<file path="src/rtl/wvfm_gen.sv">
// wvfm_gen: periodic test-waveform source (sine / square / sawtooth / zero)
// driven from an 8-point phase index, with a per-sample hold counter,
// index stride, amplitude right-shift and a registered signed output.
// Optional build macro WVFM_DC_OFFSET_EN adds a dc_offset port and a
// saturating offset adder on the sample path.
//
// state  | meaning
// S_IDLE | output forced to 0, index and hold counter cleared
// S_RUN  | emitting samples, each held for hold_period+1 cycles
module wvfm_gen #(
  parameter int DATA_W = 16,
  parameter int HOLD_W = 8
) (
  input  logic                     clk,
  input  logic                     reset,
  input  logic                     enable,
  input  logic [HOLD_W-1:0]        hold_period,
  input  logic [2:0]               phase_step,
  input  logic [4:0]               amp_shift,
  input  logic [1:0]               mode,
`ifdef WVFM_DC_OFFSET_EN
  input  logic signed [DATA_W-1:0] dc_offset,
`endif
  output logic signed [DATA_W-1:0] o_data,
  output logic                     o_valid,
  output logic                     o_wrap
);

  typedef enum logic {S_IDLE, S_RUN} state_t;

  // Fit a 16-bit table entry to DATA_W: keep the top bits when narrower,
  // zero-fill on the right when wider.
  function automatic logic [DATA_W-1:0] scale16(input logic [15:0] v);
    logic [39:0] t;
    t = {v, 24'h0} >> (40 - DATA_W);
    return DATA_W'(t);
  endfunction

  localparam logic [DATA_W-1:0] SIN_1  = scale16(16'h5A7E);
  localparam logic [DATA_W-1:0] SIN_2  = scale16(16'h7FFF);
  localparam logic [DATA_W-1:0] SIN_5  = scale16(16'hA582);
  localparam logic [DATA_W-1:0] SIN_6  = scale16(16'h8000);
  localparam logic [4:0]        SH_LIM = 5'(DATA_W);
  localparam logic [4:0]        SH_MAX = 5'(DATA_W - 1);

  state_t              r_state;
  state_t              w_state_nxt;
  logic                w_load;
  logic [2:0]          r_idx;
  logic [HOLD_W-1:0]   r_cnt;
  logic [HOLD_W-1:0]   r_hold;
  logic [3:0]          w_sum;
  logic [2:0]          w_idx_nxt;
  logic                w_wrap_nxt;
  logic signed [DATA_W-1:0] w_raw;
  logic signed [DATA_W-1:0] w_shifted;
  logic signed [DATA_W-1:0] w_out;
  logic [4:0]          w_shamt;

  // The sample being loaded: index 0 on IDLE exit, otherwise the stepped index.
  assign w_sum      = {1'b0, r_idx} + {1'b0, phase_step};
  assign w_idx_nxt  = (r_state == S_IDLE) ? 3'd0 : w_sum[2:0];
  assign w_wrap_nxt = (r_state == S_RUN) && w_sum[3];
  assign w_shamt    = (amp_shift >= SH_LIM) ? SH_MAX : amp_shift;
  assign w_shifted  = w_raw >>> w_shamt;

  // State register.
  always_ff @(posedge clk) begin
    if (reset) r_state <= S_IDLE;
    else       r_state <= w_state_nxt;
  end

  // Next state and sample-boundary detection.
  always_comb begin
    w_state_nxt = r_state;
    w_load      = 1'b0;
    case (r_state)
      S_IDLE: begin
        if (enable) begin
          w_state_nxt = S_RUN;
          w_load      = 1'b1;
        end
      end
      S_RUN: begin
        if (!enable)              w_state_nxt = S_IDLE;
        else if (r_cnt == r_hold) w_load      = 1'b1;
      end
      default: w_state_nxt = S_IDLE;
    endcase
  end

  // Raw waveform value for the index being loaded.
  always_comb begin
    w_raw = '0;
    case (mode)
      2'b00: begin
        case (w_idx_nxt)
          3'd1, 3'd3: w_raw = SIN_1;
          3'd2:       w_raw = SIN_2;
          3'd5, 3'd7: w_raw = SIN_5;
          3'd6:       w_raw = SIN_6;
          default:    w_raw = '0;
        endcase
      end
      2'b01:   w_raw = w_idx_nxt[2] ? {1'b1, {(DATA_W-1){1'b0}}}
                                    : {1'b0, {(DATA_W-1){1'b1}}};
      2'b10:   w_raw = {~w_idx_nxt[2], w_idx_nxt[1:0], {(DATA_W-3){1'b0}}};
      default: w_raw = '0;
    endcase
  end

`ifdef WVFM_DC_OFFSET_EN
  logic signed [DATA_W:0] w_dc_sum;
  assign w_dc_sum = {w_shifted[DATA_W-1], w_shifted} + {dc_offset[DATA_W-1], dc_offset};

  // Clamp the offset sum back into DATA_W signed range.
  always_comb begin
    w_out = w_dc_sum[DATA_W-1:0];
    if (w_dc_sum[DATA_W] != w_dc_sum[DATA_W-1])
      w_out = w_dc_sum[DATA_W] ? {1'b1, {(DATA_W-1){1'b0}}}
                               : {1'b0, {(DATA_W-1){1'b1}}};
  end
`else
  assign w_out = w_shifted;
`endif

  // Index, hold counter and registered outputs; hold_period is captured only
  // at sample boundaries so mid-sample changes wait for the next sample.
  always_ff @(posedge clk) begin
    if (reset || (w_state_nxt == S_IDLE)) begin
      r_idx   <= '0;
      r_cnt   <= '0;
      r_hold  <= '0;
      o_data  <= '0;
      o_valid <= 1'b0;
      o_wrap  <= 1'b0;
    end else if (w_load) begin
      r_idx   <= w_idx_nxt;
      r_cnt   <= '0;
      r_hold  <= hold_period;
      o_data  <= w_out;
      o_valid <= 1'b1;
      o_wrap  <= w_wrap_nxt;
    end else begin
      r_cnt   <= r_cnt + HOLD_W'(1);
      o_valid <= 1'b0;
      o_wrap  <= 1'b0;
    end
  end

endmodule

</file>
<file path="config.mk">
export PLATFORM = sky130hd
export DESIGN_NAME = wvfm_gen
export DESIGN_NICKNAME = d
export VERILOG_FILES = /design/src/rtl/wvfm_gen.sv
export SDC_FILE = /design/constraint.sdc
export NUM_CORES = 1
export LEC_CHECK = 0
export CAP_MARGIN = 20
export CORE_ASPECT_RATIO = 1.5
export CORE_MARGIN = 10
export CORE_UTILIZATION = 50
export CTS_CLUSTER_DIAMETER = 80
export DETAILED_ROUTE_END_ITERATION = 7
export PLACE_DENSITY = 0.75
export SLEW_MARGIN = 10
export SYNTH_ARGS = -nofsm -noshare
export SYNTH_HDL_FRONTEND = slang
export SYNTH_SLANG_ARGS = --single-unit
</file>
<file path="constraint.sdc">
create_clock -name clk -period 3.1 [get_ports clk]
set_input_delay 0.62 -clock clk [delete_from_list [all_inputs] [get_ports clk]]
set_output_delay 0.62 -clock clk [all_outputs]
set_load 0.05 [all_outputs]
</file>
==> metrics.txt, run 1 <==
outcome finished clean; GR Util met3 under 10%; area of the multi-input gates 0.001530 mm^2; number of synthesized flops with an enable pin 0; sequential cell area 760.7 um^2; first-pass GRT wire length 12300 um; WHS Endpoint r_idx[2]$_SDFFE_PP0P_; Clock Path Buffers 2; Crit Path Category in2reg; maximum VDD drop between 0.2 and 0.25 mV; clock slew seen by the registers of the worst setup and hold paths 0.08 ns; antenna cells 0; share of layout cells above drive strength 1 between 15 and 20%; Slew Viols, Final 0; core box area approximately 0.0046 mm^2; RePlAce Congestion 0.9903; launch point of the worst path phase_step[0]; residual DRC count 0; worst r2r dst o_data[3]$_SDFFE_PP0P_; fillers approximately 400; post-layout min period 3.053 ns; I/O Buffers 38; Worst Setup End Kind register; Die Y about 110 um; register area share after synthesis 31.49%; ys async rst share 0%; Setup-failing EPs final 0; top cell type's share of synthesized area 31.49%; vias per cell 5.938; DR vias 2595; Max Clk Rate 0.3275 GHz; fin crit share 98.49%; arrival time at the worst endpoint 3.25 ns; Area contributors post-synth dfxtp_1 (31%), a21oi_1 (7.0%), nand2_1 (5.3%); hold bufs inserted after CTS 0; Root Buffer clkbuf_8; synthesized area per cell 7.574 um^2; Initial Util between 50 and 60%; Post-Syn Instances 319; post-synthesis register bit count 38; worst-skew pair later-pin latency 0.29 ns; Worst Tran Pin Value 0.8642 ns; Leak Pwr around 1.2 nW; DIE AREA 0.008070 mm^2; r2r startpoint r_idx[0]$_SDFFE_PP0P_; syn_nets 345; Overflow after GRT 0; Fin. Hold Viols 0; cell count after placement 427; crit-path max FO 6; count of clock tree sinks 38; worst hold start r_idx[2]$_SDFFE_PP0P_; Final HPWL DP 5696 um; ys flop type dfxtp_1; Die X around 77 um; largest net degree at the start of global routing 40; Final Total Pwr ~1.4 mW; yosys warns 0; crit start category input pin; Reg2Reg Setup Slack 0.44 ns; number of buffers created by CTS 5; Unique masters post-synth 56; initial antenna violation count 0; Max Cap Viol 0; Reg2Reg Depth 9; met1 usage between 10% and 20%; Tightest Hold Check Type reg2reg; Worst Path Required roughly 3.3 ns; wire length per cell about 17 um; Nets 398; CTS tree yes; Routed WL 7576 um; Hold Path Depth 2; most instantiated library cell after synthesis dfxtp_1; H-tree levels 2; vias in the first global route 2601; boundary pin count 39; post-route ant nets 0; Initial DRC Count roughly 210; Area Growth Syn to Fin 31.38%; area leader, netlist dfxtp_1; met2 Use GR 33.69%; Layout Skew around 0.0050 ns; Placement Rows 30; worst rel slew slack 42.17%; top cells by count, synth dfxtp_1 (38), a21oi_1 (34), nand2_1 (34); synthesized area 0.002416 mm^2; Non-Filler Instances 437; GRT Total Usage 17.91%; gr busiest metal met2; Pwr per Cell Area 437.4 mW/mm^2; Initial DRT Pass Iterations 5
-- kinds of logic (layout without fill, tap and decap cells) --
logic type                 after synthesis  count (layout)  synth area share, %
muxes                                    6               6                2.486
and+or+nand+nor                        112             112                22.37
buffers and inverters                   34              88                6.318
xor gates and xnor gates                16              16                5.800
AOI/OAI and AO/OA                      108             108                28.64
adders and majority gates                5               5                2.900
DFF                                     38              38                31.49
-- what timing repair did --
action                                  4_1_cts  5_1_grt
buffers inserted                              1        1
gates resized for setup                       1        6
pin swaps                                     2        4
endpoints found under the setup margin        1        9
hold endpoints to repair                      0        0
-- critical path, cell delays in order --
cell             delay (ns)
clkdlybuf4s50_1        0.40
ha_2                   0.19
fa_2                   0.36
xor2_2                 0.20
buf_4                  0.17
o21a_4                 0.20
a211oi_4               0.33
nand3b_1               0.16
a311o_1                0.37
a32o_1                 0.24
-- flip-flops by register name (all words and copies together) (netlist names) --
signal and count:
o_data 16, r_cnt 8, r_hold 8, r_idx 3, o_valid 1, o_wrap 1
r_state 1
-- worst max-delay path by stage --
stage | to | cells past startpoint
after CTS | o_data[0]$_SDFFE_PP0P_ | 11
after global placement | o_data[0]$_SDFFE_PP0P_ | 10
after detailed placement | o_data[0]$_SDFFE_PP0P_ | 10
after floorplan | o_data[3]$_SDFFE_PP0P_ | 8
after global routing | o_data[12]$_SDFFE_PP0P_ | 12
final | o_data[3]$_SDFFE_PP0P_ | 10
-- through the flow --
stage | worst slack [ns] | instance area [um^2] | hold slack, ns | setup TNS, ns | utilization [%]
after floorplan | 0.2966 | 2416 | 0.4356 | 0 | -
after global placement | -0.2195 | 2998 | 0.4446 | -1.545 | 64.93
after detailed placement | -0.3018 | 2998 | 0.4542 | -2.996 | 64.93
after CTS | 0.02411 | 3146 | 0.4632 | 0 | 68.13
after global routing | -0.009855 | 3174 | 0.4934 | -0.01029 | 68.75
final | 0.04696 | 3174 | 0.4619 | 0 | 68.75
-- layout by cell type (no fill, tap or decap), types with 4 or more instances in the layout --
cell	instances
nand4_1	4
nor2_1	32
a31oi_1	11
mux2i_1	6
clkdlybuf4s50_1	38
or2_2	5
nor3_1	5
o31ai_1	5
nand2_1	34
nand3_1	11
xnor2_1	12
buf_4	34
dfxtp_1	38
inv_1	8
o21ai_0	23
a21oi_1	33
clkbuf_8	5
-- power by group --
part	internal (mW)	leakage [nW]	switching, mW
clock network	0.323	0.0683	0.189
logic	0.148	0.831	0.208
registers	0.507	0.310	0.0145
-- layout make-up --
| cell class | count | area share [%] |
|---|---|---|
| sequential | 38 | 23.97 |
| clock inverter | 3 | 2.168 |
| tap | 64 | 2.523 |
| timing repair buffer | 72 | 20.02 |
| clock buffer | 5 | 2.168 |
| multi-input combinational | 247 | 48.21 |
| inverter | 8 | 0.9460 |
-- per-layer routing --
layer | vias to the layer above | share of wire, %
met3 | 19 | 5.2
met2 | 101 | 53
li1 | 1252 | -
met5 | - | 0
met1 | 1223 | 39
met4 | 0 | 2.2
Power figures use the tool's default switching activity.
==> run 2: changes to the inputs <==
Settings changed: CORE_MARGIN 10 to default.
==> metrics.txt, run 2 (same netlist as run 1, synthesis figures left out) <==
outcome finished clean; Worst Tran Pin Value 0.6780 ns; met1 WL 2785 um; Combinational Power Share 29.9%; Reg power frac 41.3%; sw frac about a third; Tightest Hold Check Type reg2reg; antenna cells 0; Crit Path Category in2reg; DR vias 2603; critical-path cell list dlymetal6s2s_1 > ha_2 > fa_1 > buf_6 > and3b_1 > nor3b_4 > a211oi_4 > a21oi_1 > or4_1 > a32o_1; Root Buffer clkbuf_8; max FFs per register 16; share of layout cells above drive strength 1 18.90%; Die Y around 87 um; Initial DRC Count 137; most common cell after layout, fill and taps aside buf_4; pre-CTS setup slack -0.2893 ns; largest net degree at the start of global routing 32; CP peak stage delay roughly 0.54 ns; WL met2 3915 um; setup TNS 0 ns; core box area 0.004579 mm^2; Clock Path Buffers 2; Internal 0.8455 mW; post-route ant nets 0; Overflow after GRT 0; Nets 406; Setup-failing EPs final 0; RSZ-0062 raised after global routing false; fin crit share 93.62%; Final HPWL DP 5505 um; slowest stage cell, crit path or4_1; PnR worst setup slack 0.1977 ns; Die X 58.76 um; number of buffers created by CTS 5; post-layout min period 2.902 ns; vias per cell between 5 and 6; arrival time at the worst endpoint 3.09 ns; leading registers by flop count o_data: 16 flops, r_cnt: 8 flops, r_hold: 8 flops; initial antenna violation count 0; Max Clk Rate 0.3446 GHz; GRT Total Usage between 30% and 40%; count of clock tree sinks 38; Layout Skew 0.009622 ns; vias in the first global route 2419; wire length per cell 16.51 um; I/O Buffers 38; Fin. Hold Viols 0; Initial DRT Pass Iterations 4; crit-path max FO 6; Worst Setup End Kind register; Initial Util between 50% and 60%; Worst Path Required 3.29 ns; WL met3 about 340 um; boundary pin count 39; Placement Rows 30; residual DRC count 0; first-pass GRT wire length 11720 um; DIE AREA 0.005120 mm^2; Routed WL 7347 um; Final Core Density a little over two thirds; RePlAce Congestion 0.9683; Max Cap Viol 0; Reg with most FFs o_data; Area Growth Syn to Fin 34.23%; CP delay by family, top simple AND/OR/NAND/NOR gates; Post-DP Area 0.003043 mm^2; Bufs and invs on worst path 2; maximum VDD drop 0.1596 mV; Pwr per Cell Area approximately 390 mW/mm^2; worst-skew pair later-pin latency 0.29 ns; Leak Pwr 1.265 nW; P_sw 0.4104 mW; clock slew seen by the registers of the worst setup and hold paths approximately 0.080 ns; Slew Viols, Final 0; CTS tree yes; crit start category input pin; H-tree levels 2; max layer used met4; worst rel slew slack 54.64%; commonest cells after routing, fill and taps aside buf_4 (40), dfxtp_1 (38), clkdlybuf4s50_1 (36); post-route design area 0.003243 mm^2; Clock power frac 28.8%
[run 2: cell types whose count changed in the layout (fill, tap and decap cells not counted), sizes merged]
cell           before  now
clkbuf              5    6
clkinvlp            0    1
dlymetal6s2s        0    2
bufinv              2    0
buf                34   42
clkdlybuf4s50      38   36
[run 2: final cells by class]
class / count / area [um^2]
clock inverter: 2 / 12.51
timing repair buffer: 80 / 708.2
tap: 64 / 80.08
inverter: 8 / 30.03
sequential: 38 / 760.7
multi-input combinational: 247 / 1569
clock buffer: 6 / 82.58
fill: 405 / 1336
[run 2: worst min-delay path, stage by stage, from the launching register on]
cell and delay [ns]:
dfxtp_1 0.32, nand2_1 0.05, a21oi_1 0.05
[run 2: power groups by stage]
stage | combinational [mW] | sequential, mW | clock (mW)
4_1_cts | 0.354 | 0.518 | 0.368
6_report | 0.375 | 0.518 | 0.362
3_3_place_gp | 0.351 | 0.529 | 0
2_1_floorplan | 0.175 | 0.569 | 0
5_1_grt | 0.404 | 0.521 | 0.386
3_5_place_dp | 0.352 | 0.529 | 0
[run 2: timing repair]
action	in CTS	in global routing
gates resized for setup	0	19
hold buffers	0	0
setup endpoints to repair	0	14
setup buffers	0	4
[run 2: stage by stage]
stage	total power [mW]	hold slack, ns	std cells
finish	1.256	0.4644	445
detailed placement	0.8815	0.4556	433
global placement	0.8800	0.4490	433
floorplan	0.7439	0.4356	319
global route	1.310	0.4931	445
CTS	1.240	0.4663	441
[run 2: worst paths after layout]
path / startpoint / to / slack (ns) / cells past startpoint
worst max register to register: r_idx[0]$_SDFFE_PP0P_ / o_data[0]$_SDFFE_PP0P_ / 0.31 / 9
worst min-delay path: r_hold[2]$_SDFFE_PP0P_ / r_hold[2]$_SDFFE_PP0P_ / 0.46 / 2
worst max-delay path: phase_step[0] / o_data[0]$_SDFFE_PP0P_ / 0.20 / 10
worst min register to register: r_hold[2]$_SDFFE_PP0P_ / r_hold[2]$_SDFFE_PP0P_ / 0.46 / 2
[run 2: metal layers]
layer | vias up | track usage (%)
li1 | 1267 | -
met1 | 1211 | 33.33
met2 | 99 | 54.86
met3 | 26 | 4.309
met4 | 0 | 16.45
met5 | - | 0
